## config.mk

```make
export PLATFORM = sky130hd
export DESIGN_NAME = pwm_generator
export DESIGN_NICKNAME = d
export VERILOG_FILES = /design/src/rtl/pwm_pkg.sv /design/src/rtl/pwm_prescaler.sv /design/src/rtl/pwm_generator.sv
export SDC_FILE = /design/constraint.sdc
export NUM_CORES = 1
export LEC_CHECK = 0
export ABC_AREA = 1
export CORE_MARGIN = 4
export CORE_UTILIZATION = 49
export CTS_CLUSTER_DIAMETER = 100
export DETAILED_ROUTE_END_ITERATION = 10
export PLACE_DENSITY_LB_ADDON = 0.3
export SYNTH_ARGS = -nofsm -noshare
export SYNTH_HDL_FRONTEND = slang
export SYNTH_SLANG_ARGS = --single-unit
```

## constraint.sdc

```tcl
create_clock -name clock -period 2.18 [get_ports clock]
set_input_delay 0.436 -clock clock [delete_from_list [all_inputs] [get_ports clock]]
set_output_delay 0.436 -clock clock [all_outputs]
set_load 0.01 [all_outputs]
```

## src/rtl/pwm_pkg.sv

```systemverilog
// rtl/pwm_pkg.sv - shared state encodings and constants for the PWM generator
package pwm_pkg;

    typedef enum logic [1:0] {
        DISABLED = 2'd0,
        RUN      = 2'd1,
        DEADTIME = 2'd2
    } pwm_state_t;

    localparam logic [7:0] PWM_PERIOD_MAX = 8'd254;

    localparam logic DIR_CW  = 1'b0;
    localparam logic DIR_CCW = 1'b1;

endpackage

```

## src/rtl/pwm_prescaler.sv

```systemverilog
// rtl/pwm_prescaler.sv - tick generator, one tick every PRESCALE cycles while run is high
module pwm_prescaler #(
    parameter int PRESCALE = 4
) (
    input  logic clock,
    input  logic reset,
    input  logic clear,
    input  logic run,
    output logic tick
);

    localparam logic [7:0] LAST = 8'(PRESCALE - 1);

    logic [7:0] count;

    assign tick = run && (count == LAST);

    always_ff @(posedge clock) begin
        if (reset || clear) begin
            count <= '0;
        end else if (run) begin
            count <= tick ? 8'd0 : count + 8'd1;
        end
    end

endmodule

```

## src/rtl/pwm_generator.sv

```systemverilog
// rtl/pwm_generator.sv - double-buffered PWM generator with direction pin
// Optional direction-reversal deadtime: define PWM_DIR_DEADTIME_EN.
module pwm_generator
    import pwm_pkg::*;
#(
    parameter int PRESCALE         = 4,
    parameter int DEADTIME_PERIODS = 2
) (
    input  logic       clock,
    input  logic       reset,
    input  logic       pwm_enable,
    input  logic       pwm_update,
    input  logic [7:0] pwm_ratio,
    input  logic       pwm_direction,
    output logic       pwm_done,
    output logic       pwm_out,
    output logic       dir_out,
    output logic       period_start,
    output logic [7:0] debug_signals
);

    pwm_state_t state, state_nx;
    logic [7:0] cnt, cnt_adv, cnt_nx;
    logic [7:0] active, active_nx;
    logic [7:0] shadow_ratio;
    logic       shadow_dir;
    logic       pending, pending_nx;
    logic       tick, boundary, accept, apply, dir_load;

`ifdef PWM_DIR_DEADTIME_EN
    localparam logic [7:0] DT_LAST = 8'(DEADTIME_PERIODS - 1);
    logic [7:0] dt_cnt;
    logic       dt_enter;
`else
    logic unused_deadtime;
    assign unused_deadtime = (DEADTIME_PERIODS > 0);
`endif

    pwm_prescaler #(
        .PRESCALE(PRESCALE)
    ) u_prescaler (
        .clock(clock),
        .reset(reset),
        .clear(state_nx == DISABLED),
        .run  (state != DISABLED),
        .tick (tick)
    );

    assign boundary = tick && (cnt == PWM_PERIOD_MAX);
    assign accept   = pwm_update && !pending;

    always_comb begin
        cnt_adv = cnt;
        if (tick) begin
            cnt_adv = (cnt == PWM_PERIOD_MAX) ? 8'd0 : cnt + 8'd1;
        end
    end

    // Next-state decision; outputs are registered from these next values so
    // pwm_out always agrees with the counter/state visible in the same cycle.
    always_comb begin
        state_nx = state;
        apply    = 1'b0;
`ifdef PWM_DIR_DEADTIME_EN
        dt_enter = 1'b0;
`endif
        case (state)
            DISABLED: begin
                apply = pending;
                if (pwm_enable) begin
                    state_nx = RUN;
                end
            end
            RUN: begin
                if (!pwm_enable) begin
                    state_nx = DISABLED;
                end else if (boundary && pending) begin
`ifdef PWM_DIR_DEADTIME_EN
                    if (shadow_dir != dir_out) begin
                        state_nx = DEADTIME;
                        dt_enter = 1'b1;
                    end else begin
                        apply = 1'b1;
                    end
`else
                    apply = 1'b1;
`endif
                end
            end
`ifdef PWM_DIR_DEADTIME_EN
            DEADTIME: begin
                if (!pwm_enable) begin
                    state_nx = DISABLED;
                end else if (boundary && (dt_cnt == DT_LAST)) begin
                    state_nx = RUN;
                    apply    = 1'b1;
                end
            end
`endif
            default: state_nx = DISABLED;
        endcase
    end

`ifdef PWM_DIR_DEADTIME_EN
    assign dir_load = apply || dt_enter;
`else
    assign dir_load = apply;
`endif

    assign cnt_nx     = (state_nx == DISABLED) ? 8'd0 : cnt_adv;
    assign active_nx  = apply ? shadow_ratio : active;
    assign pending_nx = accept ? 1'b1 : (apply ? 1'b0 : pending);

    always_ff @(posedge clock) begin
        if (reset) begin
            state        <= DISABLED;
            cnt          <= '0;
            active       <= '0;
            shadow_ratio <= '0;
            shadow_dir   <= DIR_CW;
            pending      <= 1'b0;
            dir_out      <= DIR_CW;
            pwm_out      <= 1'b0;
            pwm_done     <= 1'b1;
            period_start <= 1'b0;
`ifdef PWM_DIR_DEADTIME_EN
            dt_cnt       <= '0;
`endif
        end else begin
            state        <= state_nx;
            cnt          <= cnt_nx;
            active       <= active_nx;
            pending      <= pending_nx;
            pwm_done     <= !pending_nx;
            pwm_out      <= (state_nx == RUN) && (cnt_nx < active_nx);
            period_start <= (state_nx != DISABLED) && ((state == DISABLED) || boundary);
            if (accept) begin
                shadow_ratio <= pwm_ratio;
                shadow_dir   <= pwm_direction;
            end
            if (dir_load) begin
                dir_out <= shadow_dir;
            end
`ifdef PWM_DIR_DEADTIME_EN
            if (dt_enter) begin
                dt_cnt <= '0;
            end else if ((state == DEADTIME) && boundary) begin
                dt_cnt <= dt_cnt + 8'd1;
            end
`endif
        end
    end

    assign debug_signals = {4'b0000, pending, state, pwm_out};

endmodule

```

Word-level counts from Yosys, hierarchy flattened
Cells that the tools add are included.
{"block": "word_totals", "mem_bits_ro": 0, "mem_count": 0, "in_bits": 13, "out_inout_bits": 12, "latchBits": 0, "word_cells": 45, "ram_bits": 0, "reg_bits": 40}
{"block": "op_classes", "mux": 13, "n_lt_le_gt_ge": 1, "addsub": 2, "eq_ne": 4, "mul": 0, "reduce_logical": 14, "div_mod_pow": 0, "bitwise": 0, "shift": 0}
{"op": "two-way mux 8 bit", "n": 5}
{"op": "adder 8 x 1 -> 8 bit (second input constant)", "n": 2}
{"op": "equality test 8 x 2 -> 1 bit (second input constant)", "n": 1}
{"op": "equality test 8 bit (second input constant)", "n": 1}
{"op": "< comparator 8 bit", "n": 1}
{"op": "logical AND 1 bit", "n": 6}
{"op": "equality test 2 x 1 -> 1 bit (second input constant)", "n": 2}
{"op": "logical NOT 2 bit", "n": 2}
{"op": "two-way mux 1 bit", "n": 4}
{"op": "two-way mux 2 bit", "n": 2}
{"op": "one-hot mux 2 bit (2 select lines)", "n": 1}
{"op": "nonzero test 2 bit", "n": 2}
{"op": "logical NOT 1 bit", "n": 2}
{"op": "logical OR 1 bit", "n": 2}
{"op": "one-hot mux 1 bit (2 select lines)", "n": 1}

Depth between registers and ports, before layout
Gate-level depths: netlist of the first run.
{"block": "depth", "ltp_word": 10, "mapped_depth": 15, "ltp_nobuf": 15}

Modules after synthesis
From an unflattened synthesis of the first run, not the netlist that was laid out.
{"block": "unflattened", "cells_unflattened": 264, "hier_area_um2": 1971.9}
{"mod": "pwm_generator", "cells_per_inst": 193, "instances": 1, "area_per_inst_um2": 1521.5}
{"mod": "pwm_prescaler", "cells_per_inst": 71, "instances": 1, "area_per_inst_um2": 450.4}

Worst setup path before layout of the first run
OpenSTA, ideal clock, no wires.
{"block": "synth_path", "kind": "register to register", "start": "reg state[1]", "end": "reg pwm_out", "path_buffers": 0, "arrival_time_ns": 2.013, "required_time_ns": 2.114, "path_stages_with_launch": 13, "slack_ns": 0.100, "setup_time_ns": 0.066, "path_cell_list": "dfxtp_1 nor2_2 inv_2 nand2_2 nor2_4 nand4_2 nor3_4 a21oi_1 and2_2 ha_1 a21oi_1 nand4_1 a21oi_2"}
{"item": "from (decl)", "line_no": "pwm_generator.sv:22", "text": "pwm_state_t state, state_nx;"}
{"item": "from (signal assigned)", "line_no": "pwm_generator.sv:130", "text": "state <= state_nx;"}
{"item": "equality test 2 x 1 -> 1 bit, or another cell as far along", "line_no": "pwm_generator.sv:67", "text": "case (state)"}
{"item": "one-hot mux 2 bit (2 select lines) or logical AND 1 bit (tied branches)", "line_no": "pwm_generator.sv:67, pwm_prescaler.sv:16"}
{"item": "logical NOT 2 bit or two-way mux 8 bit (tied branches)", "line_no": "pwm_generator.sv:110, pwm_generator.sv:54"}
{"item": "two-way mux 8 bit (*)", "line_no": "pwm_generator.sv:110", "text": "assign cnt_nx = (state_nx == DISABLED) ? 8'd0 : cnt_adv;"}
{"item": "named net cnt_nx[7]", "line_no": "pwm_generator.sv:23", "text": "logic [7:0] cnt, cnt_adv, cnt_nx;"}
{"item": "< comparator 8 bit (*)", "line_no": "pwm_generator.sv:135", "text": "pwm_out <= (state_nx == RUN) && (cnt_nx < active_nx);"}
{"item": "logical AND 1 bit (*)", "line_no": "pwm_generator.sv:135"}
{"item": "to (signal assigned)", "line_no": "pwm_generator.sv:135"}
{"item": "to (decl)", "line_no": "pwm_generator.sv:16", "text": "output logic pwm_out,"}
Mark *: on every way through the listed nets, which the timed path passes. The rest lies on a longest branch.
A chain may end at the register's enable or synchronous reset.

Worst setup path after layout of the first run
{"block": "layout_path", "start": "reg u_prescaler.count[0]", "end": "reg pwm_out"}
{"block": "layout_between", "elab_chain_cells": 10}
{"item": "from (decl)", "line_no": "pwm_prescaler.sv:14", "text": "logic [7:0] count;"}
{"item": "from (signal assigned)", "line_no": "pwm_prescaler.sv:22", "text": "count <= tick ? 8'd0 : count + 8'd1;"}
{"item": "equality test 8 x 2 -> 1 bit (*)", "line_no": "pwm_prescaler.sv:16", "text": "assign tick = run && (count == LAST);"}
{"item": "logical AND 1 bit (*)", "line_no": "pwm_prescaler.sv:16"}
{"item": "logical AND 1 bit", "line_no": "pwm_generator.sv:49", "text": "assign boundary = tick && (cnt == PWM_PERIOD_MAX);"}
{"item": "logical AND 1 bit", "line_no": "pwm_generator.sv:77", "text": "end else if (boundary && pending) begin"}
{"item": "two-way mux 1 bit", "line_no": "pwm_generator.sv:77"}
{"item": "two-way mux 1 bit", "line_no": "pwm_generator.sv:75", "text": "if (!pwm_enable) begin"}
{"item": "one-hot mux 1 bit (2 select lines)", "line_no": "pwm_generator.sv:67"}
{"item": "two-way mux 8 bit", "line_no": "pwm_generator.sv:111", "text": "assign active_nx = apply ? shadow_ratio : active;"}
{"item": "< comparator 8 bit (*)", "line_no": "pwm_generator.sv:135"}
{"item": "logical AND 1 bit (*)", "line_no": "pwm_generator.sv:135"}
Mark *: on every way between the ends. The rest lies on a longest branch, timed or not.

==> flow_summary.json, run 1 <==
{
  "clkTransAtPathRegs_ns": 0.08,
  "stdcell_area_um2": 2630,
  "first_iter_violations": 77,
  "p_total_mw": 1.44,
  "totalWireLength_mm": 4.29,
  "syn_inst": 262,
  "skew_ns": 0.00736,
  "timing.hold.ws_ns": 0.470,
  "area_growth_pct": 31.7,
  "dpl.hpwl_mm": 3.02,
  "synth_compound_area_share_pct": 8.33,
  "critical_path.max_fanout": 8,
  "grt_pass1_vias": 1563,
  "worst_slack_ns": 0.121,
  "finalSetupViolCount": 0,
  "drt-pass1-iter-count": 4,
  "cts_tree": "built",
  "clkLatencyLatePin_ns": 0.29,
  "stdcell_count": 362,
  "htreeDepth": 2,
  "synthXorXnorAreaFrac_pct": 0,
  "p_int_mw": 1.09,
  "tns_ns": 0,
  "powerDensity_nw_per_um2": 548,
  "start_util_pct": 52.6,
  "maxCapViolCount": 0,
  "antenna_found_initial": 0,
  "dp_cells": 347,
  "hold_viol_final": 0,
  "synth-simple-area-share_pct": 31.2,
  "ys_seq_area_share_pct": 40.1,
  "start_kind": "register",
  "grt_pass1_wl_mm": 6.65,
  "crit_type": "reg2reg",
  "antenna-diode-count": 0,
  "grtUsageTotal_pct": 16.4,
  "switching_power_mw": 0.357,
  "power_frac_clock_pct": 36.3,
  "dp_slack_ns": -0.265,
  "yosysWarnings": 0,
  "synth_cell_type_count": 33,
  "die-width_um": 71.9,
  "finalNetCount": 336,
  "place.port_buffers": 20,
  "reg2regPathDepth": 11,
  "cp-end-kind": "register",
  "grt_max_degree": 27,
  "cts-root-buf": "clkbuf_8",
  "register_area_um2": 803,
  "worstHoldEndpoint": "shadow_ratio[5]$_SDFFE_PP0P_",
  "vias_per_cell": 4.96,
  "num-fill-cells": 292,
  "ant_nets": 0,
  "peakVddDrop_v": 0.000551,
  "r2r_start": "u_prescaler.count[0]$_SDFFE_PP0N_",
  "multi_input_area_um2": 1100,
  "final_core_util_pct": 69.3,
  "hp-start": "shadow_ratio[5]$_SDFFE_PP0P_",
  "synth_adder_area_share_pct": 6.26,
  "p_seq_share_pct": 52.8,
  "worstPathArrival_ns": 2.30,
  "hold_depth": 2,
  "clk_path_buf_depth": 2,
  "hold_class": "reg2reg",
  "switching_share_pct": 24.8,
  "syn-mean-instance-area_um2": 7.63,
  "wl_per_cell_um": 11.9,
  "syn_area_um2": 2000,
  "ys_ff_latch": 40,
  "coreArea_um2": 3800,
  "vias": 1794,
  "core.rowCount": 22,
  "die-area_um2": 5160,
  "drc": 0,
  "post-route-period-util_pct": 94.4,
  "place_congestion": 0.803,
  "synth.area.mux_share_pct": 4.01,
  "io_pins": 25,
  "cp.required_ns": 2.42,
  "status": "completed",
  "synth_top_family_by_area": "simple AND/OR/NAND/NOR gates",
  "cts-buffers-inserted": 5,
  "r2r-end": "pwm_out$_SDFF_PP0_",
  "max_freq_ghz": 0.486,
  "combinationalPowerShare_pct": 10.9,
  "slew_viol_final": 0,
  "grt-ovfl-total": 0,
  "leakage_nw": 1.12,
  "reg2reg_slack_ns": 0.12,
  "drive_gt1_share_pct": 27.4,
  "period_minus_slack_ns": 2.06,
  "fp.dieH_um": 71.9,
  "placed_area_um2": 2390,
  "cts.sink_count": 40
}
[final cells by class]
| class | instances | area share [%] |
|---|---|---|
| clock buffers | 6 | 3.14 |
| inverters | 37 | 5.28 |
| repair buffers | 50 | 16.3 |
| multi-input cells | 179 | 42.0 |
| flip-flops and latches | 40 | 30.5 |
| clock inverters | 2 | 0.570 |
| well taps | 48 | 2.28 |
[logic make-up (layout without fill, tap and decap cells)]
family | count (synthesis) | in the layout
adder cells (fa/ha/maj) | 10 | 10
other | 1 | 5
flip-flops | 40 | 40
AO/OA/AOI/OAI | 27 | 27
AND/OR/NAND/NOR | 129 | 129
multiplexers | 8 | 8
buffers and inverters | 47 | 95
[critical path, stage by stage, from the launching register on]
cell	delay, ns
dfxtp_2	0.35
ha_2	0.20
inv_1	0.05
nor2_2	0.11
nand2_2	0.10
o21bai_4	0.18
nand2_4	0.14
mux2i_2	0.28
ha_4	0.25
a21oi_2	0.12
nand4_1	0.12
a21oi_2	0.10
[power groups by stage]
stage	Sequential [mW]	Combinational [mW]	Clock [mW]
3_3_place_gp	0.776	0.143	0
4_1_cts	0.760	0.147	0.534
6_report	0.762	0.157	0.524
5_1_grt	0.765	0.172	0.566
2_1_floorplan	0.777	0.0846	0
3_5_place_dp	0.777	0.146	0
[placed cells by master (no fill, tap or decap), types with 2 or more instances in the layout]
master           count
nor2_4               4
buf_4               30
nor2_2               6
nand4_1              3
ha_1                 8
inv_2                8
a21oi_2              3
conb_1               5
nand2_4              2
dfxtp_2              2
nand2_2              7
clkinvlp_4           2
nor4_1               5
dfxtp_1             38
nand3_1              8
mux2i_1              3
mux2i_2              4
nor2_1              28
inv_1               28
nor3_1              12
nand2_1             46
clkdlybuf4s50_1     19
clkbuf_8             6
a21oi_1             20
[flip-flops by register name (all words and copies together), names as in the netlist, 2 cells and up]
| register | flops |
|---|---|
| u_prescaler.count | 8 |
| state | 2 |
| cnt | 8 |
| shadow_ratio | 8 |
| active | 8 |
[worst max path at each step]
| stage | startpoint | end | slack [ns] | cells after the start |
|---|---|---|---|---|
| finish | u_prescaler.count[0]$_SDFFE_PP0N_ | pwm_out$_SDFF_PP0_ | 0.12 | 11 |
| detailed placement | pwm_enable | pwm_out$_SDFF_PP0_ | -0.27 | 10 |
| global route | u_prescaler.count[0]$_SDFFE_PP0N_ | pwm_out$_SDFF_PP0_ | -0.03 | 13 |
| CTS | u_prescaler.count[0]$_SDFFE_PP0N_ | pwm_out$_SDFF_PP0_ | 0.02 | 11 |
| global placement | pwm_enable | pwm_out$_SDFF_PP0_ | -0.24 | 11 |
| floorplan | state[1]$_SDFF_PP0_ | pwm_out$_SDFF_PP0_ | 0.10 | 12 |
[routing by layer]
| layer | vias up | global-route usage, % | share of wire (%) |
|---|---|---|---|
| li1 | 934 | - | - |
| met1 | 822 | 19.2 | 43 |
| met2 | 30 | 27.2 | 52 |
| met3 | 8 | 3.93 | 3.4 |
| met4 | 0 | 9.39 | 2.3 |
| met5 | - | 0 | 0 |
[synth_stat cells]
| library cell | n | area [µm²] |
|---|---|---|
| or2_1 | 1 | 6.26 |
| nor2_1 | 33 | 124 |
| nand2_1 | 49 | 184 |
| nor2_2 | 2 | 12.5 |
| buf_4 | 6 | 45.0 |
| nor2_4 | 3 | 33.8 |
| o21ai_0 | 1 | 5.00 |
| clkbuf_1 | 3 | 11.3 |
| nor3_4 | 1 | 16.3 |
| nand3_2 | 1 | 10.0 |
| nor3_1 | 13 | 65.1 |
| o21bai_4 | 1 | 18.8 |
| a211oi_1 | 1 | 7.51 |
| a21oi_4 | 1 | 16.3 |
| nand3_1 | 8 | 40.0 |
| inv_1 | 28 | 105 |
| or2_2 | 1 | 6.26 |
| and2_2 | 1 | 7.51 |
| nor4_1 | 5 | 31.3 |
| nand2_2 | 4 | 25.0 |
| clkinv_1 | 1 | 3.75 |
| nor3b_1 | 1 | 7.51 |
| ha_1 | 10 | 125 |
| nand2_4 | 2 | 22.5 |
| nand4_2 | 1 | 12.5 |
| a21oi_1 | 22 | 110 |
| buf_1 | 1 | 3.75 |
| a21oi_2 | 1 | 8.76 |
| nand4_1 | 3 | 18.8 |
| inv_2 | 8 | 30.0 |
| mux2i_1 | 8 | 80.1 |
| conb_1 | 1 | 3.75 |
| dfxtp_1 | 40 | 801 |
[what timing repair did]
| item | CTS | global route |
|---|---|---|
| endpoints found under the setup margin | 1 | 1 |
| gates resized for setup | 1 | 25 |
| pin swaps | 2 | 14 |
| hold buffers | 0 | 0 |
| buffers inserted | 2 | 5 |
(Power assumes the default switching activity.)
==> inputs of run 2 (changes only) <==
--- a/config.mk
+++ b/config.mk
@@ -6,6 +6,7 @@
 export NUM_CORES = 1
 export LEC_CHECK = 0
 export ABC_AREA = 1
+export ABC_CLOCK_PERIOD_IN_PS = 2180
 export CORE_MARGIN = 4
 export CORE_UTILIZATION = 49
 export CTS_CLUSTER_DIAMETER = 100
==> results of run 2 <==
Same layout as run 1: the final DEF is identical, and so are final timing and power.
==> inputs of run 3 (changes only) <==
--- a/config.mk
+++ b/config.mk
@@ -6,7 +6,7 @@
 export NUM_CORES = 1
 export LEC_CHECK = 0
 export ABC_AREA = 1
-export ABC_CLOCK_PERIOD_IN_PS = 2180
+export ABC_CLOCK_PERIOD_IN_PS = 1770
 export CORE_MARGIN = 4
 export CORE_UTILIZATION = 49
 export CTS_CLUSTER_DIAMETER = 100
==> constraint.sdc (replaced) <==
create_clock -name clock -period 1.77 [get_ports clock]
set_input_delay 0.354 -clock clock [delete_from_list [all_inputs] [get_ports clock]]
set_output_delay 0.354 -clock clock [all_outputs]
set_load 0.01 [all_outputs]
==> run 3 against run 2 <==
Against the previous run: the flow now finishes with violations (setup timing); clock skew grew 0.0014 ns; register-to-register slack lost 0.59 ns; non-clock buffer count grew 26; worst setup slack lost 0.59 ns; clock power grew 18%; final area grew 19%; via count grew 20%; critical endpoint unchanged.
==> flow_summary.json, run 3 (synthesis results as in run 1) <==
{
  "status": "complete, but fails checks",
  "violations": "setup timing",
  "period_minus_slack_ns": 2.24,
  "crit_type": "reg2reg",
  "grt-ovfl-total": 0,
  "ant_nets": 0,
  "leakage_nw": 1.26,
  "cp_slowest_stage_delay_ns": 0.35,
  "die-area_um2": 5160,
  "worstPathArrival_ns": 2.47,
  "stdcell_area_um2": 3120,
  "antenna_found_initial": 0,
  "reg2regPathDepth": 12,
  "first_iter_violations": 193,
  "r2r-end": "pwm_out$_SDFF_PP0_",
  "clkTransAtPathRegs_ns": 0.09,
  "grt_max_degree": 27,
  "hold_viol_final": 0,
  "worst_slack_ns": -0.471,
  "slew_viol_final": 0,
  "start_util_pct": 52.6,
  "place.port_buffers": 20,
  "drc": 0,
  "grt_pass1_wl_mm": 9.68,
  "rsz0062_at_grt": "true",
  "startpoint": "cnt[0]$_SDFF_PP0_",
  "cts.sink_count": 40,
  "fp.dieH_um": 71.9,
  "coreArea_um2": 3800,
  "critical_path.max_fanout": 8,
  "start_kind": "register",
  "finalSetupViolCount": 4,
  "finalNetCount": 362,
  "vias_per_cell": 5.55,
  "max_freq_ghz": 0.446,
  "io_pins": 25,
  "maxCapViolCount": 0,
  "area_growth_pct": 56.2,
  "crit_chain": "inv_2, ha_4, inv_2, nor2_4, nand2_2, o21bai_4, nand2_8, mux2i_4, ha_4, a21oi_2, nand4_1, a21oi_2",
  "place_congestion": 0.777,
  "cts-root-buf": "clkbuf_8",
  "htreeDepth": 2,
  "grtUsageTotal_pct": 24.5,
  "die-width_um": 71.9,
  "antenna-diode-count": 0,
  "clk_path_buf_depth": 2,
  "cts-buffers-inserted": 5,
  "powerDensity_nw_per_um2": 575,
  "endpoint": "pwm_out$_SDFF_PP0_",
  "cts_tree": "built",
  "placed_area_um2": 2630,
  "r2r_start": "cnt[0]$_SDFF_PP0_",
  "cp.required_ns": 2.00,
  "drive_gt1_share_pct": 44.1,
  "vias": 2153,
  "reg2reg_slack_ns": -0.47,
  "critPathSlowestCell": "dfxtp_4",
  "mostFrequentLayoutCell": "buf_4",
  "dp_slack_ns": -0.663,
  "post-route-period-util_pct": 127,
  "skew_ns": 0.00880,
  "layout_common_cells": "51 x buf_4, 43 x nand2_1, 30 x dfxtp_1, 24 x inv_1, 23 x nor2_1",
  "dpl.hpwl_mm": 3.29,
  "final_core_util_pct": 82.1,
  "num-fill-cells": 207,
  "totalWireLength_mm": 6.78,
  "tns_ns": -0.543,
  "clkLatencyLatePin_ns": 0.31,
  "cp-end-kind": "register",
  "grt_pass1_vias": 2131,
  "wl_per_cell_um": 17.5,
  "core.rowCount": 22,
  "drt-pass1-iter-count": 6,
  "peakVddDrop_v": 0.000570,
  "hold_class": "reg2reg"
}
-- run 3: cell types whose count changed in the layout (fill, tap and decap cells not counted), moves of 6 or more --
cell | previous run | this run
dfxtp_1 | 38 | 30
ha_1 | 8 | 2
ha_4 | 1 | 8
buf_4 | 30 | 51
-- run 3: layout make-up --
class / instances / area [µm²] / area share (%)
multi-input combinational: 179 / 1370 / 43.8
tap: 48 / 60.1 / 1.92
clock buffer: 5 / 68.8 / 2.21
timing repair buffer: 76 / 638 / 20.4
inverter: 37 / 146 / 4.69
clock inverter: 3 / 18.8 / 0.601
sequential: 40 / 821 / 26.3
-- run 3: per-layer routing --
metal | up-vias | share of wire (%) | track usage, % | wire (µm)
li1 | 987 | - | - | -
met5 | - | 0 | 0 | 0
met4 | 0 | 5.8 | 15.0 | 394
met3 | 38 | 5.8 | 6.03 | 395
met1 | 1021 | 38 | 27.2 | 2570
met2 | 107 | 51 | 41.8 | 3430
-- run 3: how the worst min path moves through the flow --
stage | depth (start not counted) | endpoint | startpoint
finish | 2 | shadow_dir$_SDFFE_PP0P_ | shadow_dir$_SDFFE_PP0P_
detailed placement | 2 | shadow_dir$_SDFFE_PP0P_ | shadow_dir$_SDFFE_PP0P_
CTS | 2 | shadow_dir$_SDFFE_PP0P_ | shadow_dir$_SDFFE_PP0P_
global placement | 2 | shadow_dir$_SDFFE_PP0P_ | shadow_dir$_SDFFE_PP0P_
floorplan | 2 | shadow_ratio[0]$_SDFFE_PP0P_ | shadow_ratio[0]$_SDFFE_PP0P_
global route | 2 | shadow_dir$_SDFFE_PP0P_ | shadow_dir$_SDFFE_PP0P_
-- run 3: power by group --
group          internal, mW  total [mW]  switching, mW
Combinational         0.113       0.234          0.122
Clock                 0.272       0.618          0.346
Sequential            0.921       0.941         0.0201
Total                  1.31        1.79          0.488
-- run 3: worst max-delay path: cells and delay by family (launching register included) --
family / cells / cell delay (ns)
adders and majority gates: 2 / 0.38
muxes: 1 / 0.26
AOI/OAI and AO/OA: 3 / 0.50
and+or+nand+nor: 4 / 0.54
buffers and inverters: 2 / 0.11
DFF: 1 / 0.35
-- run 3: metrics by stage --
stage | cells | total power [mW] | hold slack (ns)
after global routing | 388 | 1.85 | 0.526
final | 388 | 1.79 | 0.478
after CTS | 384 | 1.76 | 0.467
after global placement | 368 | 1.14 | 0.457
after floorplan | 266 | 1.06 | 0.440
after detailed placement | 368 | 1.14 | 0.454
-- run 3: timing repair --
| action | CTS | global route |
|---|---|---|
| cloned | 0 | 0 |
| buffers inserted | 8 | 4 |
| hold buffers | 0 | 0 |
| setup endpoints to repair | 1 | 7 |
| pin swaps | 19 | 20 |
| resized for setup | 23 | 42 |
